==> src/rtl/priority_pkg.sv <==
// Shared types and helpers for the priority arbiter.
package priority_pkg;

  typedef enum logic {IDLE, GRANT} arb_state_t;

  // Binary grant code for a one-hot vector: code = n-1-index, 0 when no bit is set.
  function automatic int unsigned onehot2code(input logic [31:0] oh, input int unsigned n);
    int unsigned code;
    code = 0;
    for (int unsigned i = 0; i < 32; i++) begin
      if (oh[i]) begin
        code = n - 1 - i;
      end
    end
    return code;
  endfunction

endpackage

==> src/rtl/priority_arbiter_if.sv <==
// Request/grant bundle between the bus masters and the arbiter.
interface priority_arbiter_if #(
  parameter int unsigned N = 8
);
  localparam int unsigned W = $clog2(N);

  logic [N-1:0] req;
  logic         ack;
  logic [N-1:0] gnt;
  logic [W-1:0] gnt_code;
  logic         gnt_valid;
  logic         revoked;

  modport master (output req, ack, input gnt, gnt_code, gnt_valid, revoked);
  modport slave  (input req, ack, output gnt, gnt_code, gnt_valid, revoked);

endinterface

==> src/rtl/prio_pick.sv <==
// Combinational priority pick: lowest set request at or above start, wrapping to 0.
module prio_pick #(
  parameter int unsigned N = 8
) (
  input  logic [N-1:0]         req,
  input  logic [$clog2(N)-1:0] start,
  output logic [N-1:0]         winner,
  output logic                 any
);

  logic [N-1:0] upper;

  // Requests at or above the start pointer take precedence over the wrapped ones.
  always_comb begin
    upper = '0;
    for (int j = 0; j < int'(N); j++) begin
      upper[j] = req[j] && (j >= int'(start));
    end
  end

  // x & -x isolates the lowest set bit.
  assign winner = (|upper) ? (upper & -upper) : (req & -req);
  assign any    = |req;

endmodule

==> src/rtl/priority_arbiter.sv <==
// Registered N-way arbiter: grant held until ack, abandonment or MAX_HOLD timeout.
// gnt_code = N-1-winner. Define ARB_ROUND_ROBIN_EN for rotating priority;
// default build is fixed priority (index 0 highest).
module priority_arbiter
  import priority_pkg::*;
#(
  parameter int unsigned N        = 8,
  parameter int unsigned MAX_HOLD = 16
) (
  input logic               clk,
  input logic               reset,
  priority_arbiter_if.slave bus
);

  localparam int unsigned W  = $clog2(N);
  localparam int unsigned HW = (MAX_HOLD == 0) ? 1 : $clog2(MAX_HOLD + 1);
  localparam logic [HW-1:0] HoldLast = HW'((MAX_HOLD == 0) ? 0 : MAX_HOLD - 1);
  localparam logic [HW-1:0] HoldSat  = HW'((MAX_HOLD == 0) ? 1 : MAX_HOLD);

  arb_state_t    state_q, state_d;
  logic [N-1:0]  gnt_q, gnt_d;
  logic [W-1:0]  code_q, code_d;
  logic          revoked_q, revoked_d;
  logic [HW-1:0] hold_q, hold_d;
  logic [N-1:0]  pick_req, pick_gnt;
  logic          pick_any;
  logic [W-1:0]  pick_start;
  logic          holder_exit, timeout;

  // While granted, the current holder is excluded from the follow-on pick.
  assign pick_req = (state_q == GRANT) ? (bus.req & ~gnt_q) : bus.req;

`ifdef ARB_ROUND_ROBIN_EN
  logic [W-1:0] ptr_q, ptr_d, ptr_rel;

  // Winner index is N-1-code, so winner+1 mod N is N-code, with code 0 wrapping to 0.
  always_comb begin
    ptr_rel = (code_q == '0) ? '0 : W'(N - int'(code_q));
  end

  assign pick_start = (state_q == GRANT) ? ptr_rel : ptr_q;

  // Pointer advances past the winner on every release or revoke.
  always_comb begin
    ptr_d = (state_q == GRANT && holder_exit) ? ptr_rel : ptr_q;
  end

  // Round-robin pointer register.
  always_ff @(posedge clk) begin
    if (reset) begin
      ptr_q <= '0;
    end else begin
      ptr_q <= ptr_d;
    end
  end
`else
  assign pick_start = '0;
`endif

  prio_pick #(
    .N(N)
  ) u_pick (
    .req    (pick_req),
    .start  (pick_start),
    .winner (pick_gnt),
    .any    (pick_any)
  );

  // Next state, grant and hold counter.
  always_comb begin
    state_d     = state_q;
    gnt_d       = gnt_q;
    hold_d      = hold_q;
    revoked_d   = 1'b0;
    holder_exit = 1'b0;
    timeout     = 1'b0;
    unique case (state_q)
      IDLE: begin
        gnt_d  = '0;
        hold_d = '0;
        if (pick_any) begin
          state_d = GRANT;
          gnt_d   = pick_gnt;
        end
      end
      GRANT: begin
        // ack beats timeout; a dropped request counts as a release.
        timeout     = (MAX_HOLD != 0) && !bus.ack && (hold_q == HoldLast);
        holder_exit = bus.ack || !(|(bus.req & gnt_q)) || timeout;
        if (holder_exit) begin
          revoked_d = timeout;
          hold_d    = '0;
          if (pick_any) begin
            gnt_d = pick_gnt;
          end else begin
            state_d = IDLE;
            gnt_d   = '0;
          end
        end else if (hold_q != HoldSat) begin
          hold_d = hold_q + HW'(1);
        end
      end
      default: begin
        state_d = IDLE;
        gnt_d   = '0;
      end
    endcase
  end

  // Binary code of the next grant; zero when nothing is granted.
  always_comb begin
    code_d = W'(onehot2code(32'(gnt_d), N));
  end

  // State and output registers.
  always_ff @(posedge clk) begin
    if (reset) begin
      state_q   <= IDLE;
      gnt_q     <= '0;
      code_q    <= '0;
      revoked_q <= 1'b0;
      hold_q    <= '0;
    end else begin
      state_q   <= state_d;
      gnt_q     <= gnt_d;
      code_q    <= code_d;
      revoked_q <= revoked_d;
      hold_q    <= hold_d;
    end
  end

  assign bus.gnt       = gnt_q;
  assign bus.gnt_code  = code_q;
  assign bus.gnt_valid = (state_q == GRANT);
  assign bus.revoked   = revoked_q;

endmodule

==> src/flat_wrapper.sv <==
// flat-port wrapper written by rule: the top's interface ports become plain ports
module priority_arbiter_flat import priority_pkg::*;
#(
  parameter int unsigned N        = 8,
  parameter int unsigned MAX_HOLD = 16
)
  (clk, reset, bus_req, bus_ack, bus_gnt, bus_gnt_code, bus_gnt_valid, bus_revoked);
  priority_arbiter_if #(.N(N)) bus_i ();
  input logic clk;
  input logic reset;
  input wire logic [$bits(bus_i.req)-1:0] bus_req;
  input wire logic [$bits(bus_i.ack)-1:0] bus_ack;
  output wire logic [$bits(bus_i.gnt)-1:0] bus_gnt;
  output wire logic [$bits(bus_i.gnt_code)-1:0] bus_gnt_code;
  output wire logic [$bits(bus_i.gnt_valid)-1:0] bus_gnt_valid;
  output wire logic [$bits(bus_i.revoked)-1:0] bus_revoked;
  assign bus_i.req = bus_req;
  assign bus_i.ack = bus_ack;
  assign bus_gnt = bus_i.gnt;
  assign bus_gnt_code = bus_i.gnt_code;
  assign bus_gnt_valid = bus_i.gnt_valid;
  assign bus_revoked = bus_i.revoked;
  priority_arbiter #(.N(N), .MAX_HOLD(MAX_HOLD)) u_core (.clk(clk), .reset(reset), .bus(bus_i));
endmodule
==> config.mk <==
export PLATFORM = sky130hd
export DESIGN_NAME = priority_arbiter_flat
export DESIGN_NICKNAME = d
export VERILOG_FILES = /design/src/rtl/priority_pkg.sv /design/src/rtl/priority_arbiter_if.sv /design/src/rtl/prio_pick.sv /design/src/rtl/priority_arbiter.sv /design/src/flat_wrapper.sv
export SDC_FILE = /design/constraint.sdc
export NUM_CORES = 1
export LEC_CHECK = 0
export CAP_MARGIN = 20
export CORE_ASPECT_RATIO = 1.75
export CORE_MARGIN = 2
export CORE_UTILIZATION = 46
export CTS_BUF_LIST = sky130_fd_sc_hd__clkbuf_8 sky130_fd_sc_hd__clkbuf_16
export CTS_CLUSTER_SIZE = 8
export DETAILED_ROUTE_END_ITERATION = 10
export PLACE_DENSITY = 0.71
export SLEW_MARGIN = 20
export SYNTH_ARGS = -nofsm -noshare
export SYNTH_HDL_FRONTEND = slang
export SYNTH_HIERARCHICAL = 1
export SYNTH_SLANG_ARGS = --single-unit
==> constraint.sdc <==
create_clock -name clk -period 3 [get_ports clk]
set_input_delay 0.3 -clock clk [delete_from_list [all_inputs] [get_ports clk]]
set_output_delay 0.3 -clock clk [all_outputs]
set_load 0.02 [all_outputs]
==> results of run 1 <==
-- final timing paths --
path                                          endpoint                 start  slack [ns]
worst max register to register  u_core/bus.gnt_code[0]  u_core/bus.gnt_valid        0.57
worst min-delay path                 u_core/bus.gnt[6]     u_core/bus.gnt[6]        0.55
worst max-delay path            u_core/bus.gnt_code[0]  u_core/bus.gnt_valid        0.57
worst min register to register       u_core/bus.gnt[6]     u_core/bus.gnt[6]        0.55
-- registers in the layout (all words and copies together), names as in the netlist --
register              count
u_core/bus.gnt            8
u_core/bus.gnt_code       3
u_core/bus.gnt_valid      1
u_core/bus.revoked        1
u_core/hold_q             5
-- cells in the mapped netlist (all sizes together) --
library cell and count:
dfxtp 18, a21oi 15, nand3 12, nand2 10, nor3 10, a21boi 9, inv 9, nor2 8
o211ai 8, o31ai 7, o21ai 6, a22oi 4, buf 4, clkbuf 4, nor3b 4, nor4 4
ha 3, mux2i 3, nor2b 3, a2111o 2, o21bai 2, a211oi 1, a32o 1, and2b 1
and3 1, and4 1, conb 1, mux2 1, nand2b 1, nand3b 1, nand4 1, nand4b 1
nand4bb 1, nor4b 1, nor4bb 1, o21ba 1, o2bb2ai 1, o32ai 1, or2b 1, or3b 1
xor2 1
-- cells by family (layout without fill, tap and decap cells) --
kind of cell | Yosys count | count (layout)
xor gates and xnor gates | 1 | 1
buffers and inverters | 17 | 43
other | 1 | 18
AOI/OAI and AO/OA | 58 | 58
muxes | 4 | 4
and+or+nand+nor | 63 | 63
DFF | 18 | 18
adders and majority gates | 3 | 3
-- metrics by stage --
stage	power [W]	cell area [sq um]	util, %	setup slack [ns]
global placement	0.0004394	1753	59.87	0.4381
floorplan	0.0003841	1489	-	0.7317
CTS	0.0006331	1808	61.75	0.5671
detailed placement	0.0004417	1753	59.87	0.4045
finish	0.0006307	1808	61.75	0.5727
global route	0.0006666	1808	61.75	0.3659
-- layout make-up --
class                   instances  area (sq um)  share of cell area (%)
well taps                      28         35.03                   1.938
repair buffers                 30         282.8                   15.64
multi-input cells             147          1041                   57.58
clock buffers                   4         55.05                   3.045
inverters                       9         33.78                   1.869
flip-flops and latches         18         360.3                   19.93
-- tightest hold or removal path: cells and delay by family, from the launching register on --
kind	cells	cell delay (ns)
flip-flops	1	0.36
AO/OA/AOI/OAI	1	0.06
AND/OR/NAND/NOR	1	0.09
-- routing by layer --
layer / GRT usage (%) / up-vias / part of all wire [%]
met5: 0 / - / 0
met4: 12.29 / 0 / 3.6
met3: 1.628 / 10 / 1.6
met2: 41.25 / 19 / 57
met1: 23.65 / 628 / 37
li1: - / 690 / -
-- power by group through the flow --
stage               combinational, W  clock [W]  sequential, W
floorplan                   0.000111          0       0.000274
global placement            0.000173          0       0.000267
detailed placement          0.000174          0       0.000268
CTS                         0.000175   0.000196       0.000262
global route                0.000194   0.000209       0.000264
finish                      0.000177   0.000192       0.000262
==> impl_metrics.toml, run 1 <==
[worst_setup_path]
arrival_ns = 2.57
cpPeakStageDelay_ns = 0.59
critPathTopFamily = "compound AO/OA/AOI/OAI gates"
crit_chain = "a21boi_0 > buf_4 > o21ba_1 > o21bai_2 > o211ai_4 > nor3b_2 > inv_1 > a21oi_1 > o31ai_1 > a32o_1"
critPathKind = "flip-flop to flip-flop"
cp_max_fo = 12
cp.required_ns = 3.14
rr_worst_depth = 10
path_buf_inv = 2
endpoint_kind = "flip-flop"
cp-start-kind = "flip-flop"
crit_cells = 10
cp_slowest_cell = "dfxtp_1"

[power]
p_clk_share_pct = 30.5
power_density_nw_per_um2 = 348.8
max-vdd-ir-drop_v = 0.0001364
pwr-share-seq_pct = 41.6
intPower_w = 0.0004440
switching_share_pct = 29.60
p_leak_nw = 0.6597
switching_power_w = 0.0001867
comb_power_share_pct = 28.0

[clocking]
clk_path_buf_depth = 2
cts_buffers = 3
tritoncts = "done"
clk_latency_ns = 0.25
cts_root_buf = "clkbuf_8"
cts-hold-fix-buffers = 0
clk_pin_slew_worst_paths_ns = 0.07
post_cts_buffers = 0
cts_resized = 0
clkSinkCount = 18
cts_htree_levels = 1

[synth]
synthSimpleGateAreaFrac_pct = 28.09
synth_xor_area_share_pct = 0.6146
synth_cells = 165
synthesis.area_sq_um = 1425
synth_top_family_by_area = "compound AO/OA/AOI/OAI gates"
syn_area_per_cell_sq_um = 8.637
synth_compound_area_share_pct = 34.06
synth-seq-cells = 18
synth.largest_area_cell = "dfxtp_1"
synthMuxAreaShare_pct = 2.897
synthDistinctLibCells = 54
seq_area_frac_synth_pct = 25.29
synth_top_area_share_pct = 25.29
synth_adder_area_share_pct = 2.634
ys_warn_count = 6
synth_area_leaders = "dfxtp_1 25%, a21oi_1 4.9%, nand3_1 4.2%"

[timing]
hold_ws_ns = 0.5541
hold_viol = 0
drv_slew = 0
setup_viol = 0
tightest_slew_ns = 0.5961
fin_worst_skew_ns = 0.004037
fmax_mhz = 412.0
slew_headroom_pct = 59.90
rsz0062_at_grt = "false"
fin_crit_ns = 2.427
period_share_pct = 80.91
tns_ns = 0

[global_route]
overflow = 0
grt_pass1_vias = 1358
antenna_found_initial = 0
grt_pass1_wl_microns = 6120
grt_start_max_net_pins = 15
track_usage_pct = 22.73

[cells_and_area]
nets = 223
syn_to_final_growth_pct = 26.87
fin_cells = 236
drive_gt1_share_pct = 14.90
layout_commonest_cell = "clkdlybuf4s50_1"
final_cell_mix = "23 x clkdlybuf4s50_1, 18 x dfxtp_1, 18 x conb_1, 14 x a21oi_1, 12 x nand3_1"
antennaDiodeCount = 0
fillers = 259

[die]
dieArea_sq_um = 3577
core-area_sq_um = 2928
start_util_pct = 48.68
rows = 26
die_w_microns = 46.08
die_y_microns = 77.63
ios = 24

[drt]
wirelength_microns = 3662
drt_pass1_iterations = 4
ant_nets = 0
route.detailed.drc = 0
num_vias = 1347
viasPerCell = 5.708
wire_per_inst_microns = 15.52
drt_iter0_markers = 30

[placement]
placed_cells = 232
hpwl_microns = 2989
portBuffers = 23
gp_congestion = 0.8308

[run_status]
status = "finished, final reports clean"

[hold_path]
hp-class = "flip-flop to flip-flop"
min_path_cells = 2

[flow_run]
drv_cap = 0
No activity file was read; power rests on OpenSTA's default activity.
==> run 2: changes to the inputs <==
==> constraint.sdc (replaced) <==
create_clock -name clk -period 2.3 [get_ports clk]
set_input_delay 0.23 -clock clk [delete_from_list [all_inputs] [get_ports clk]]
set_output_delay 0.23 -clock clk [all_outputs]
set_load 0.02 [all_outputs]
==> impl_metrics.toml, run 2 (synthesized netlist as in run 1, its figures left out) <==
[run_status]
status = "finished, final reports clean"

[global_route]
antenna_found_initial = 0
met3_usage_pct = 2.326
grt_pass1_wl_microns = 6596
met1_usage_pct = 26.03
top_usage_layer = "met2"
overflow = 0
track_usage_pct = 24.40
grt_start_max_net_pins = 20
grt_pass1_vias = 1495
met2_usage_pct = 43.89

[drt]
wirelength_microns = 3988
drt_iter0_markers = 38
num_vias = 1493
route.detailed.drc = 0
wire_per_inst_microns = 14.99
viasPerCell = 5.613
ant_nets = 0
drt_pass1_iterations = 4

[cells_and_area]
ff_latch_area_sq_um = 364.1
antennaDiodeCount = 0
postLayoutCellArea_sq_um = 2062
fillers = 231
largest_reg_flops = 8
syn_to_final_growth_pct = 44.69
drive_gt1_share_pct = 27.73
multiInputGateArea_sq_um = 1066
nets = 253
final_cell_mix = "37 x buf_4, 23 x clkdlybuf4s50_1, 18 x conb_1, 17 x dfxtp_1, 13 x a21oi_1"
layout_commonest_cell = "buf_4"

[placement]
placed_cell_area_sq_um = 1978
gp_congestion = 0.9091
portBuffers = 23
hpwl_microns = 3203

[worst_setup_path]
cp-start-kind = "primary input"
critPathKind = "primary input to flip-flop"
cp.required_ns = 2.47
cp_max_fo = 6
rr_worst_depth = 8
endpoint_kind = "flip-flop"
arrival_ns = 2.33

[clocking]
clk_path_buf_depth = 2
tritoncts = "done"
cts_buffers = 3
cts_htree_levels = 1
clkSinkCount = 18
clk_pin_slew_worst_paths_ns = 0.07
cts_root_buf = "clkbuf_8"
cts-hold-fix-buffers = 0
clk_latency_ns = 0.26

[die]
ios = 24
start_util_pct = 48.68
rows = 26
die_w_microns = 46.08
core-area_sq_um = 2928
dieArea_sq_um = 3577
die_y_microns = 77.63

[hold_path]
min_path_cells = 2
hp-class = "flip-flop to flip-flop"

[timing]
setup_viol = 0
hold_viol = 0
period_share_pct = 94.08
drv_slew = 0
fin_crit_ns = 2.164
fin_worst_skew_ns = 0.002731
fmax_mhz = 462.1
rsz0062_at_grt = "false"
hold_ws_ns = 0.5631

[power]
p_leak_nw = 0.8211
max-vdd-ir-drop_v = 0.0002653
power_density_nw_per_um2 = 427.3

[flow_run]
drv_cap = 0
-- run 2: repair_timing --
item	4_1_cts	5_1_grt
hold endpoints to repair	0	0
pin swaps	0	3
resized for setup	1	9
buffers inserted	0	0
endpoints found under the setup margin	2	4
-- run 2: layout make-up --
class	instances	share of cell area, %
Sequential cell	18	17.66
Tap cell	28	1.699
Clock buffer	4	2.670
Multi-Input combinational cell	147	51.70
Timing Repair Buffer	60	24.64
Inverter	9	1.638
-- run 2: routing by layer --
| metal | wire, microns | share of wire (%) | vias up |
|---|---|---|---|
| li1 | - | - | 749 |
| met1 | 1498 | 38 | 698 |
| met2 | 2260 | 57 | 37 |
| met3 | 103 | 2.6 | 9 |
| met4 | 125 | 3.1 | 0 |
| met5 | 0 | 0 | - |
-- run 2: report_power, final --
| group | internal (W) | leakage [nW] | switching [W] |
|---|---|---|---|
| clock | 0.000152 | 0.0288 | 0.000111 |
| sequential | 0.000324 | 0.147 | 0.00000868 |
| combinational | 0.000137 | 0.646 | 0.000148 |
-- run 2: critical path, stage by stage --
cell	delay [ns]
clkdlybuf4s50_1	0.44
a21boi_4	0.16
o21ba_1	0.19
o21bai_2	0.21
o211ai_4	0.13
buf_4	0.17
nor3b_4	0.25
inv_2	0.07
a2111o_1	0.40
o31ai_2	0.08
-- run 2: final timing paths --
path	slack, ns	endpoint	startpoint
worst max register to register	0.15	u_core/bus.gnt[4]	u_core/bus.gnt_valid
worst min-delay path	0.56	u_core/hold_q[0]	u_core/hold_q[0]
worst max-delay path	0.14	u_core/bus.gnt[5]	bus_req[2]
worst min register to register	0.56	u_core/hold_q[0]	u_core/hold_q[0]
-- run 2: stage by stage --
stage	setup slack (ns)	power, W	instances	utilization (%)	setup TNS [ns]
2_1_floorplan	0.03170	0.0005010	182	-	0
3_3_place_gp	-0.1305	0.0006088	262	67.56	-0.2579
3_5_place_dp	-0.1889	0.0006129	262	67.56	-0.6741
4_1_cts	0.04954	0.0008716	266	69.49	0
5_1_grt	0.01837	0.0009241	266	70.43	0
6_report	0.1361	0.0008810	266	70.43	0
==> run 3: changes to the inputs <==
--- a/config.mk
+++ b/config.mk
@@ -6,13 +6,16 @@
 export NUM_CORES = 1
 export LEC_CHECK = 0
 export CAP_MARGIN = 20
+export CELL_PAD_IN_SITES_DETAIL_PLACEMENT = 1
+export CELL_PAD_IN_SITES_GLOBAL_PLACEMENT = 1
 export CORE_ASPECT_RATIO = 1.75
 export CORE_MARGIN = 2
-export CORE_UTILIZATION = 46
+export CORE_UTILIZATION = 39
 export CTS_BUF_LIST = sky130_fd_sc_hd__clkbuf_8 sky130_fd_sc_hd__clkbuf_16
 export CTS_CLUSTER_SIZE = 8
 export DETAILED_ROUTE_END_ITERATION = 10
-export PLACE_DENSITY = 0.71
+export GPL_ROUTABILITY_DRIVEN = 0
+export PLACE_DENSITY_LB_ADDON = 0.1
 export SLEW_MARGIN = 20
 export SYNTH_ARGS = -nofsm -noshare
 export SYNTH_HDL_FRONTEND = slang
==> constraint.sdc (replaced) <==
create_clock -name clk -period 2.3 [get_ports clk]
set_input_delay 0.23 -clock clk [delete_from_list [all_inputs] [get_ports clk]]
set_output_delay 0.23 -clock clk [all_outputs]
set_load 0.05 [all_outputs]
==> impl_metrics.toml, run 3 (synthesized netlist as in run 1, its figures left out) <==
[placement]
placed_cells = 276
portBuffers = 23
pre_cts_ws_ns = -0.1760
placed_cell_area_sq_um = 1979
hpwl_microns = 3799

[timing]
slew_headroom_pct = 65.47
hold_viol = 0
fmax_mhz = 456.6
fin_crit_ns = 2.190
drv_slew = 0
tns_ns = 0
fin_worst_skew_ns = 0.001492
rsz0062_at_grt = "true"
tightest_slew_ns = 0.5164
setup_viol = 0
fin_ws_ns = 0.1099
period_share_pct = 95.22

[global_route]
top_usage_layer = "met2"
antenna_found_initial = 0
overflow = 0
grt_start_max_net_pins = 20
met3_usage_pct = 0.8961
grt_pass1_vias = 1683
met2_usage_pct = 49.33
met1_usage_pct = 22.87
track_usage_pct = 24.13
grt_pass1_wl_microns = 7866

[worst_setup_path]
arrival_ns = 2.34
rr_worst_depth = 9
endpoint_kind = "flip-flop"
cp_max_fo = 6
critPathKind = "primary input to flip-flop"
cp-start-kind = "primary input"
cp.required_ns = 2.45

[cells_and_area]
syn_to_final_growth_pct = 43.28
ff_latch_area_sq_um = 371.6
fin_cells = 280
drive_gt1_share_pct = 27.78
postLayoutCellArea_sq_um = 2042
layout_commonest_cell = "buf_4"
final_cell_mix = "33 x buf_4, 23 x clkdlybuf4s50_1, 18 x conb_1, 14 x a21oi_1, 12 x nand3_1"
multiInputGateArea_sq_um = 1046
fillers = 467
antennaDiodeCount = 0
largest_reg_flops = 8
nets = 249

[power]
max-vdd-ir-drop_v = 0.0003469
totalPowerFinal_w = 0.0009058
power_density_nw_per_um2 = 443.6
p_leak_nw = 0.7968

[die]
core-area_sq_um = 3556
ios = 24
start_util_pct = 40.08
rows = 29
dieArea_sq_um = 4173
die_w_microns = 49.70
die_y_microns = 83.97

[hold_path]
min_path_cells = 2
hp-class = "flip-flop to flip-flop"

[clocking]
clk_path_buf_depth = 2
cts-hold-fix-buffers = 0
cts_buffers = 3
clk_pin_slew_worst_paths_ns = 0.07
post_cts_buffers = 0
clkSinkCount = 18
cts_htree_levels = 1
clk_latency_ns = 0.26
cts_root_buf = "clkbuf_8"
tritoncts = "done"

[run_status]
status = "finished, final reports clean"

[drt]
drt_iter0_markers = 48
route.detailed.drc = 0
viasPerCell = 5.457
wire_per_inst_microns = 16.74
num_vias = 1528
wirelength_microns = 4688
ant_nets = 0
drt_pass1_iterations = 4

[flow_run]
drv_cap = 0
## run 3: cell types whose count changed in the layout (fill, tap and decap cells not counted), sizes merged
cell / delta
buf: -4
## run 3: stage by stage
| step | utilization [%] | hold slack, ns |
|---|---|---|
| detailed placement | 55.67 | 0.5156 |
| floorplan | - | 0.3057 |
| global placement | 55.67 | 0.5025 |
| CTS | 57.21 | 0.5310 |
| global route | 57.42 | 0.5560 |
| finish | 57.42 | 0.5311 |
## run 3: path summary, 6_finish.rpt
check / start / endpoint / slack [ns]
min reg2reg: u_core/bus.gnt[7] / u_core/bus.gnt[7] / 0.53
max reg2reg: u_core/bus.gnt_valid / u_core/bus.gnt_code[0] / 0.11
max: bus_req[5] / u_core/bus.gnt_code[0] / 0.11
min: u_core/bus.gnt[7] / u_core/bus.gnt[7] / 0.53
## run 3: area by class of cell
| class | count | share of cell area (%) |
|---|---|---|
| flip-flops and latches | 18 | 18.20 |
| repair buffers | 56 | 23.41 |
| clock buffers | 4 | 2.696 |
| well taps | 46 | 2.819 |
| inverters | 9 | 1.654 |
| multi-input cells | 147 | 51.23 |
## run 3: routing by layer
layer | wire, microns | vias up
met5 | 0 | -
met4 | 157 | 0
met3 | 62 | 12
met2 | 2843 | 22
met1 | 1625 | 749
li1 | - | 745
## run 3: where the power goes
| group | total [W] | internal, W | switching [W] |
|---|---|---|---|
| clock | 0.000264 | 0.000152 | 0.000111 |
| sequential | 0.000339 | 0.000325 | 0.0000148 |
| combinational | 0.000303 | 0.000131 | 0.000172 |
| total | 0.000906 | 0.000608 | 0.000298 |
## run 3: worst max-delay path: stages
cell and delay (ns):
clkdlybuf4s50_1 0.44, a21boi_0 0.16, a21boi_2 0.19, o32ai_4 0.33, nand3_1 0.13, o21ai_1 0.23, inv_1 0.11, a21oi_1 0.16
o31ai_1 0.09, a32o_1 0.27
## run 3: what timing repair did
item	in CTS	in global routing
resized for setup	0	3
hold endpoints to repair	0	0
endpoints found under the setup margin	0	5
